$ cat src/rtl/ex_hazard_ctrl_pkg.sv
// Shared pipeline definitions used by the EX-stage hazard controller.
package ex_hazard_ctrl_pkg;

  // EX source-mux select codes
  localparam logic [1:0] FWD_RF  = 2'b00;  // operand from register file
  localparam logic [1:0] FWD_WB  = 2'b01;  // operand from resultW
  localparam logic [1:0] FWD_MEM = 2'b10;  // operand from aluresultM

  // resultsrc code marking a load instruction
  localparam logic [1:0] RESULTSRC_LOAD = 2'b01;

  // Multi-cycle mul/div sequencing states
  typedef enum logic {
    MD_IDLE = 1'b0,
    MD_BUSY = 1'b1
  } md_state_e;

endpackage

$ cat src/rtl/fwd_sel.sv
// Forwarding select for one EX source operand. MEM-stage results take
// priority over WB-stage results because they are younger, and x0 is
// never forwarded since it is hardwired to zero.
module fwd_sel
  import ex_hazard_ctrl_pkg::*;
(
  input  logic [4:0] rs,
  input  logic [4:0] rd_m,
  input  logic [4:0] rd_w,
  input  logic       regwrite_m,
  input  logic       regwrite_w,
  output logic [1:0] sel
);

  // Priority match: M stage first, then W stage, else register file
  // NOTE: every output of a combinational block gets a default first, so no path leaves it unassigned and no latch is inferred.
  always_comb begin
    sel = FWD_RF;
    if (regwrite_m && (rd_m != 5'd0) && (rd_m == rs)) begin
      sel = FWD_MEM;
    end else if (regwrite_w && (rd_w != 5'd0) && (rd_w == rs)) begin
      sel = FWD_WB;
    end
  end

endmodule

$ cat src/rtl/ex_hazard_ctrl.sv
// EX-stage hazard and sequencing controller: operand forwarding,
// load-use stalls, branch/jump flushes and a start/done handshake with a
// multi-cycle mul/div unit guarded by a watchdog. Saturating stall and
// flush counters are kept for performance debug.
module ex_hazard_ctrl #(
  parameter int CNT_W      = 16,
  parameter int MD_TIMEOUT = 64
) (
  input  logic             clk,
  input  logic             rst,
  input  logic [4:0]       rs1D,
  input  logic [4:0]       rs2D,
  input  logic [4:0]       rs1E,
  input  logic [4:0]       rs2E,
  input  logic [4:0]       rdE,
  input  logic [4:0]       rdM,
  input  logic [4:0]       rdW,
  input  logic             regwriteM,
  input  logic             regwriteW,
  input  logic [1:0]       resultsrcE,
  input  logic             pcsrcE,
  input  logic             mdopE,
  input  logic             md_done,
  output logic [1:0]       forwardAE,
  output logic [1:0]       forwardBE,
  output logic             stallF,
  output logic             stallD,
  output logic             stallE,
  output logic             flushD,
  output logic             flushE,
  output logic             flushM,
  output logic             md_start,
  output logic             md_busy,
  output logic             md_err,
  output logic [CNT_W-1:0] stall_cnt,
  output logic [CNT_W-1:0] flush_cnt
);

  import ex_hazard_ctrl_pkg::*;

  localparam int              WD_W    = (MD_TIMEOUT > 2) ? $clog2(MD_TIMEOUT) : 1;
  localparam logic [WD_W-1:0] WD_LAST = WD_W'(MD_TIMEOUT - 1);

  md_state_e       state;
  md_state_e       next_state;
  logic [WD_W-1:0] wd_cnt;
  logic            wd_expired;
  logic            lwstall;
  logic            mdhold;

  // Forwarding selects for the two EX source operands
  fwd_sel u_fwd_a (
    .rs         (rs1E),
    .rd_m       (rdM),
    .rd_w       (rdW),
    .regwrite_m (regwriteM),
    .regwrite_w (regwriteW),
    .sel        (forwardAE)
  );

  fwd_sel u_fwd_b (
    .rs         (rs2E),
    .rd_m       (rdM),
    .rd_w       (rdW),
    .regwrite_m (regwriteM),
    .regwrite_w (regwriteW),
    .sel        (forwardBE)
  );

  // A load in EX whose destination feeds the instruction in decode
  assign lwstall = (resultsrcE == RESULTSRC_LOAD) && (rdE != 5'd0) &&
                   ((rdE == rs1D) || (rdE == rs2D));

  assign wd_expired = (wd_cnt == WD_LAST);

  // Mul/div next state, start pulse and EX hold. A taken branch beats a
  // mul/div op in IDLE so the op is never started. In BUSY the hold drops
  // on md_done or on watchdog expiry, letting the held op leave EX.
  always_comb begin
    next_state = state;
    md_start   = 1'b0;
    mdhold     = 1'b0;
    case (state)
      MD_IDLE: begin
        if (mdopE && !pcsrcE) begin
          md_start   = 1'b1;
          mdhold     = 1'b1;
          next_state = MD_BUSY;
        end
      end
      MD_BUSY: begin
        if (md_done || wd_expired) begin
          next_state = MD_IDLE;
        end else begin
          mdhold = 1'b1;
        end
      end
      default: next_state = MD_IDLE;
    endcase
  end

  assign stallF  = lwstall | mdhold;
  assign stallD  = lwstall | mdhold;
  assign stallE  = mdhold;
  assign flushM  = mdhold;
  assign flushD  = pcsrcE;
  assign flushE  = (lwstall | pcsrcE) & ~mdhold;
  assign md_busy = (state == MD_BUSY);

  // State register, watchdog count and sticky timeout flag
  // NOTE: sequential state uses non-blocking assignments so every register samples pre-edge values regardless of statement order.
  always_ff @(posedge clk or posedge rst) begin
    if (rst) begin
      state  <= MD_IDLE;
      wd_cnt <= '0;
      md_err <= 1'b0;
    end else begin
      state <= next_state;
      if (state == MD_IDLE) begin
        wd_cnt <= '0;
      end else begin
        wd_cnt <= wd_cnt + 1'b1;
      end
      if ((state == MD_BUSY) && !md_done && wd_expired) begin
        md_err <= 1'b1;
      end
    end
  end

  // Saturating performance counters for stall and flush cycles
  always_ff @(posedge clk or posedge rst) begin
    if (rst) begin
      stall_cnt <= '0;
      flush_cnt <= '0;
    end else begin
      if (stallF && (stall_cnt != '1)) begin
        stall_cnt <= stall_cnt + 1'b1;
      end
      if (flushD && (flush_cnt != '1)) begin
        flush_cnt <= flush_cnt + 1'b1;
      end
    end
  end

endmodule

$ cat config.mk
export PLATFORM = sky130hd
export DESIGN_NAME = ex_hazard_ctrl
export DESIGN_NICKNAME = d
export VERILOG_FILES = /design/src/rtl/ex_hazard_ctrl_pkg.sv /design/src/rtl/fwd_sel.sv /design/src/rtl/ex_hazard_ctrl.sv
export SDC_FILE = /design/constraint.sdc
export NUM_CORES = 1
export LEC_CHECK = 0
export ABC_AREA = 1
export CAP_MARGIN = 10
export CORE_UTILIZATION = 47
export DETAILED_ROUTE_END_ITERATION = 10
export PLACE_DENSITY = 0.81
export SYNTH_ARGS = -nofsm -noshare
export SYNTH_HDL_FRONTEND = slang
export SYNTH_SLANG_ARGS = --single-unit
$ cat constraint.sdc
create_clock -name clk -period 4.1 [get_ports clk]
set_input_delay 0.41 -clock clk [delete_from_list [all_inputs] [get_ports clk]]
set_output_delay 0.41 -clock clk [all_outputs]
set_load 0.02 [all_outputs]
# After elaboration in Yosys (flattened, before gate mapping)
# Cells that the tools add are included.
[word_totals]
ff_bits = 40
[classes]
eq_ne = 10
n_reduce_logical = 20
n_mux = 9
bitwise_logic = 5
addsub = 3
[op_table]
columns = ["op", "n"]
rows = [
  ["$add A16 B1 Y16 const B", 2],
  ["$ne A16 B16 Y1 const B", 2],
  ["$eq A5 B5 Y1", 6],
  ["$reduce_bool A5 Y1", 3],
  ["$logic_and A1 B1 Y1", 13],
  ["$add A6 B1 Y6 const B", 1],
  ["$eq A6 B6 Y1 const B", 1],
  ["$mux W6", 1],
  ["$mux W1", 5],
  ["$mux W2", 2],
  ["$eq A2 B1 Y1 const B", 1],
  ["$logic_not A1 Y1", 2],
  ["$logic_or A1 B1 Y1", 2],
  ["$not A1 Y1", 2],
  ["$or A1 B1 Y1", 2],
  ["$pmux W1 S2", 1],
  ["$and A1 B1 Y1", 1],
]

# Depth between registers and ports, before layout
[logic_depth]
ltp_word = 6
mapped_depth = 12

# Modules after synthesis
# A second synthesis with hierarchy kept.
[hier_totals]
hier_cells = 418
hier_area_um2 = 2879.0
[modules_own_cells]
columns = ["module", "area_each_um2", "cells_per_inst", "n_inst", "seq_area_each_um2"]
rows = [
  ["ex_hazard_ctrl", 2451.1, 318, 1, 1001.0],
  ["fwd_sel", 214.0, 50, 2, 0.0],
]

# Worst setup path after synthesis
# No wires, ideal clock.
[synth_path]
kind = "in2out"
from = "input rdM[3]"
to = "output forwardAE[0]"
path_slack_ps = 2074
arrival_time_ps = 1616
t_required_ps = 3690
stages = 3
path_buffers = 0
path_cell_list = "xor2_1 nor4_1 nor2_1"
[synth_via]
elab_chain_cells = 4
elab_cells_between_ends = 5
[synth_lines]
columns = ["item", "line", "text"]
rows = [
  ["start: declaration", "ex_hazard_ctrl.sv:16", "input logic [4:0] rdM,"],
  ["$reduce_bool A5 Y1", "fwd_sel.sv:19", "if (regwrite_m && (rd_m != 5'd0) && (rd_m == rs)) begin"],
  ["$logic_and A1 B1 Y1", "fwd_sel.sv:19", ""],
  ["$logic_and A1 B1 Y1 *", "fwd_sel.sv:19", ""],
  ["$mux W2 *", "fwd_sel.sv:19", ""],
  ["end: declaration", "ex_hazard_ctrl.sv:24", "output logic [1:0] forwardAE,"],
]
# Every way passes the cells marked *; elsewhere a longest branch is shown, timed or not.

# Worst setup path in the final report
[layout_path]
from = "input rdE[3]"
to = "output stallD"
[layout_via]
elab_chain_cells = 4
elab_cells_between_ends = 7
[layout_lines]
columns = ["item", "line", "text"]
rows = [
  ["start: declaration", "ex_hazard_ctrl.sv:15", "input logic [4:0] rdE,"],
  ["$eq A5 B5 Y1 or $reduce_bool A5 Y1 (tied branches)", "ex_hazard_ctrl.sv:72, ex_hazard_ctrl.sv:71", ""],
  ["$logic_or A1 B1 Y1 or $logic_and A1 B1 Y1 (tied branches)", "ex_hazard_ctrl.sv:72, ex_hazard_ctrl.sv:71", ""],
  ["$logic_and A1 B1 Y1 *", "ex_hazard_ctrl.sv:71", "assign lwstall = (resultsrcE == RESULTSRC_LOAD) && (rdE != 5'd0) &&"],
  ["$or A1 B1 Y1 *", "ex_hazard_ctrl.sv:103", "assign stallD = lwstall | mdhold;"],
  ["end: declaration", "ex_hazard_ctrl.sv:27", "output logic stallD,"],
]
# Marks and branches as above.

==> flow_summary_export.csv <==
group,metric,value,unit
run_status,outcome,"finished clean",
power,ir_worst_vdd,0.240,mV
global_route,grt_pass1_wl,10900,um
timing,finalWorstSetupSlack,1380,ps
drt,drt_iter0_drc,112,
logic_synthesis,synthXorXnorAreaFrac,13.6,%
setup_path,cp_max_fo,25,
clock_tree,clk_path_buf_depth,2,
timing,final-max-slew-violation-count,0,
floorplan,die_w,78.8,um
logic_synthesis,syn_inst,368,
global_route,use_met1,24.0,%
final_layout,synthToLayoutAreaGrowth,37.0,%
timing,finalHoldViolCount,0,
timing,period_minus_slack,2720,ps
min_path,whs_path_depth,1,
power,power_leakage,0.00183,uW
floorplan,dieArea,6210,sq um
final_layout,num-fill-cells,497,
floorplan,dieHeight,78.8,um
drt,viasPerCell,4.91,
timing,rsz0062_at_grt,"false",
logic_synthesis,synth_seq_cells,40,
setup_path,critPathKind,"in2out",
setup_path,required,3690,ps
logic_synthesis,muxShareOfSynthArea,0,%
timing,setup_tns,0,ps
floorplan,start_util,49.4,%
final_layout,final_cells,530,
final_layout,final_common_cell,"nand2_1",
final_layout,mostFrequentLayoutCells,"nand2_1 (106), clkdlybuf4s50_1 (88), inv_1 (47)",
global_route,antenna_found_initial,0,
final_layout,ff_latch_area,1000,sq um
setup_path,rr_endpoint,"stall_cnt[1]$_DFFE_PP0P_",
setup_path,cp_data_arrival_time,2310,ps
power,total_power,1340,uW
global_route,grtUsageMet2,42.5,%
setup_path,slowest_delay,660,ps
setup_path,cp-start-kind,"primary input",
drt,antenna_left,0,
final_layout,multi_input_area,1510,sq um
clock_tree,cts_resized,0,
logic_synthesis,avgSynthCellArea,7.53,sq um
drt,num_vias,2602,
setup_path,critPathBufInv,3,
final_layout,drive_gt1_share,8.95,%
flow_run,maxCapViolCount,0,
floorplan,core_area,5610,sq um
setup_path,crit_chain,"clkdlybuf4s50_1 > inv_1 > nand2_1 > nand2_1 > nor2_1 > nand3_1 > nand2_1 > nand2_2 > nand2_4 > clkdlybuf4s50_1",
drt,drcViolationCount,0,
clock_tree,clk_latency,290,ps
global_route,grt_overflow,0,
clock_tree,cts_made_buffers,5,
logic_synthesis,synth.distinct_cells,30,
final_layout,final_nets,504,
placed_design,gp_congestion,0.843,
setup_path,r2r_slack,2390,ps
clock_tree,htree_levels,2,
drt,drtPass1Iterations,4,
setup_path,cp_top_family,"buffers and inverters",
timing,worst_clock_skew,7.95,ps
placed_design,place_ws,1350,ps
placed_design,io_buffer_count,88,
clock_tree,cts_hold_repair.buffers,0,
placed_design,dp.final_hpwl,5000,um
logic_synthesis,syn-num-nets,415,
timing,worstMarginPinSlew,511,ps
clock_tree,post-cts-setup-buffers,0,
logic_synthesis,synth_compound_area_share,3.79,%
setup_path,worstRegToRegCells,9,
logic_synthesis,synth_warnings,0,
global_route,grt_pass1_vias,2581,
global_route,grt_busiest_layer,"met2",
clock_tree,root_buffer,"clkbuf_8",
setup_path,endpoint_kind,"primary output",
global_route,grtUsageMet3,3.91,%
timing,max_slew_margin,65.9,%
floorplan,io_pins,89,
min_path,hold_path_end,"wd_cnt[0]$_DFF_PP0_",
logic_synthesis,synth_simple_gate_area_share,35.7,%
timing,fmax,367,MHz
drt,wl_per_cell,11.7,um
min_path,min_from,"wd_cnt[0]$_DFF_PP0_",
placed_design,place_inst,522,
logic_synthesis,synthAdderAreaFrac,1.35,%
final_layout,fin_util,67.7,%
drt,routed_wirelength,6230,um
logic_synthesis,synth_top_family_by_area,"simple AND/OR/NAND/NOR gates",
power,p_per_area,352,nW/um^2
setup_path,crit_top_cell,"nand2_1",
final_layout,diodes,0,
timing,setup_viol,0,
clock_tree,clk_pin_slew,80,ps
logic_synthesis,seq_area_frac_synth,36.1,%
global_route,grt_max_degree,41,
setup_path,r2r_start,"stall_cnt[0]$_DFFE_PP0P_",
clock_tree,cts_tree,"yes",
logic_synthesis,syn-cell-area,2770,sq um
timing,timing.final.crit_share,66.5,%
min_path,worst_hold_path_type,"reg2reg",
floorplan,rows,27,
setup_path,slowest_stage,"clkdlybuf4s50_1",
clock_tree,cts_sinks,40,
global_route,grt_use_total,22.0,%
synthesized netlist by cell type:
cell | n | area share (%)
nand2_1 | 106 | 14
a21oi_1 | 4 | 0.72
nand3_2 | 3 | 1.1
nor2_4 | 2 | 0.81
nand3_1 | 31 | 5.6
o21ai_2 | 4 | 1.3
o21ai_0 | 5 | 0.90
nor3_4 | 1 | 0.59
dfrtp_1 | 40 | 36
inv_2 | 5 | 0.68
and3_1 | 1 | 0.23
buf_6 | 4 | 1.6
ha_1 | 3 | 1.4
buf_4 | 3 | 0.81
nor3_2 | 3 | 1.1
nor4_1 | 3 | 0.68
xnor2_1 | 19 | 6.0
a21oi_4 | 1 | 0.59
nand3_4 | 1 | 0.63
nor2_1 | 31 | 4.2
nand4_1 | 3 | 0.68
a31o_2 | 1 | 0.32
nor3_1 | 11 | 2.0
xor2_1 | 24 | 7.6
nand2_2 | 6 | 1.4
nand2_4 | 3 | 1.2
nor2_2 | 1 | 0.23
nor2_8 | 1 | 0.72
inv_1 | 47 | 6.4
nand3b_1 | 1 | 0.27
state kept, by name (all words and copies together) (netlist names):
name,count
md_err,1
wd_cnt,6
flush_cnt,16
md_busy,1
stall_cnt,16
worst register-to-register path: stages, from the launching register on:
cell and delay [ps]:
dfrtp_1 420, ha_1 210, nand2_1 90, nor2_4 130
nand2_4 100, nor2_8 140, nand3_4 170, nand2_2 250
nand2_1 80, nand2_1 60
area by class of cell:
class | count | area share, %
tap | 72 | 2.37
inverter | 52 | 5.14
clock inverter | 3 | 1.22
multi-input combinational | 269 | 39.7
sequential | 40 | 26.4
clock buffer | 5 | 1.81
timing repair buffer | 89 | 23.4
kinds of logic (layout without fill, tap and decap cells):
logic type	count (synthesis)	after routing
flops	40	40
buf+inv	59	149
simple gates	208	208
fa+ha+maj	3	3
compound gates	15	15
xor+xnor	43	43
routing by layer:
layer  part of all wire [%]  wire length (um)
met1                     41              2560
met2                     54              3330
met3                    4.3               270
met4                    1.0                64
met5                      0                 0
per-stage QoR:
step	instance area, sq um	hold slack (ps)
detailed placement	3680	457
finish	3800	464
CTS	3800	468
floorplan	2770	433
global route	3800	483
global placement	3680	454
how the worst max path moves through the flow:
stage,start,to,cells past startpoint
floorplan,rdM[3],forwardAE[0],3
global placement,rdE[3],stallF,10
detailed placement,rdE[1],stallD,10
CTS,rdE[1],stallD,10
global route,rdE[1],stallD,10
finish,rdE[3],stallD,10
power breakdown:
part / total [uW] / switching, uW / internal (uW)
Combinational: 484 / 254 / 230
Clock: 326 / 143 / 183
Sequential: 528 / 74.1 / 454
Total: 1340 / 470 / 867
(Power assumes the default switching activity.)
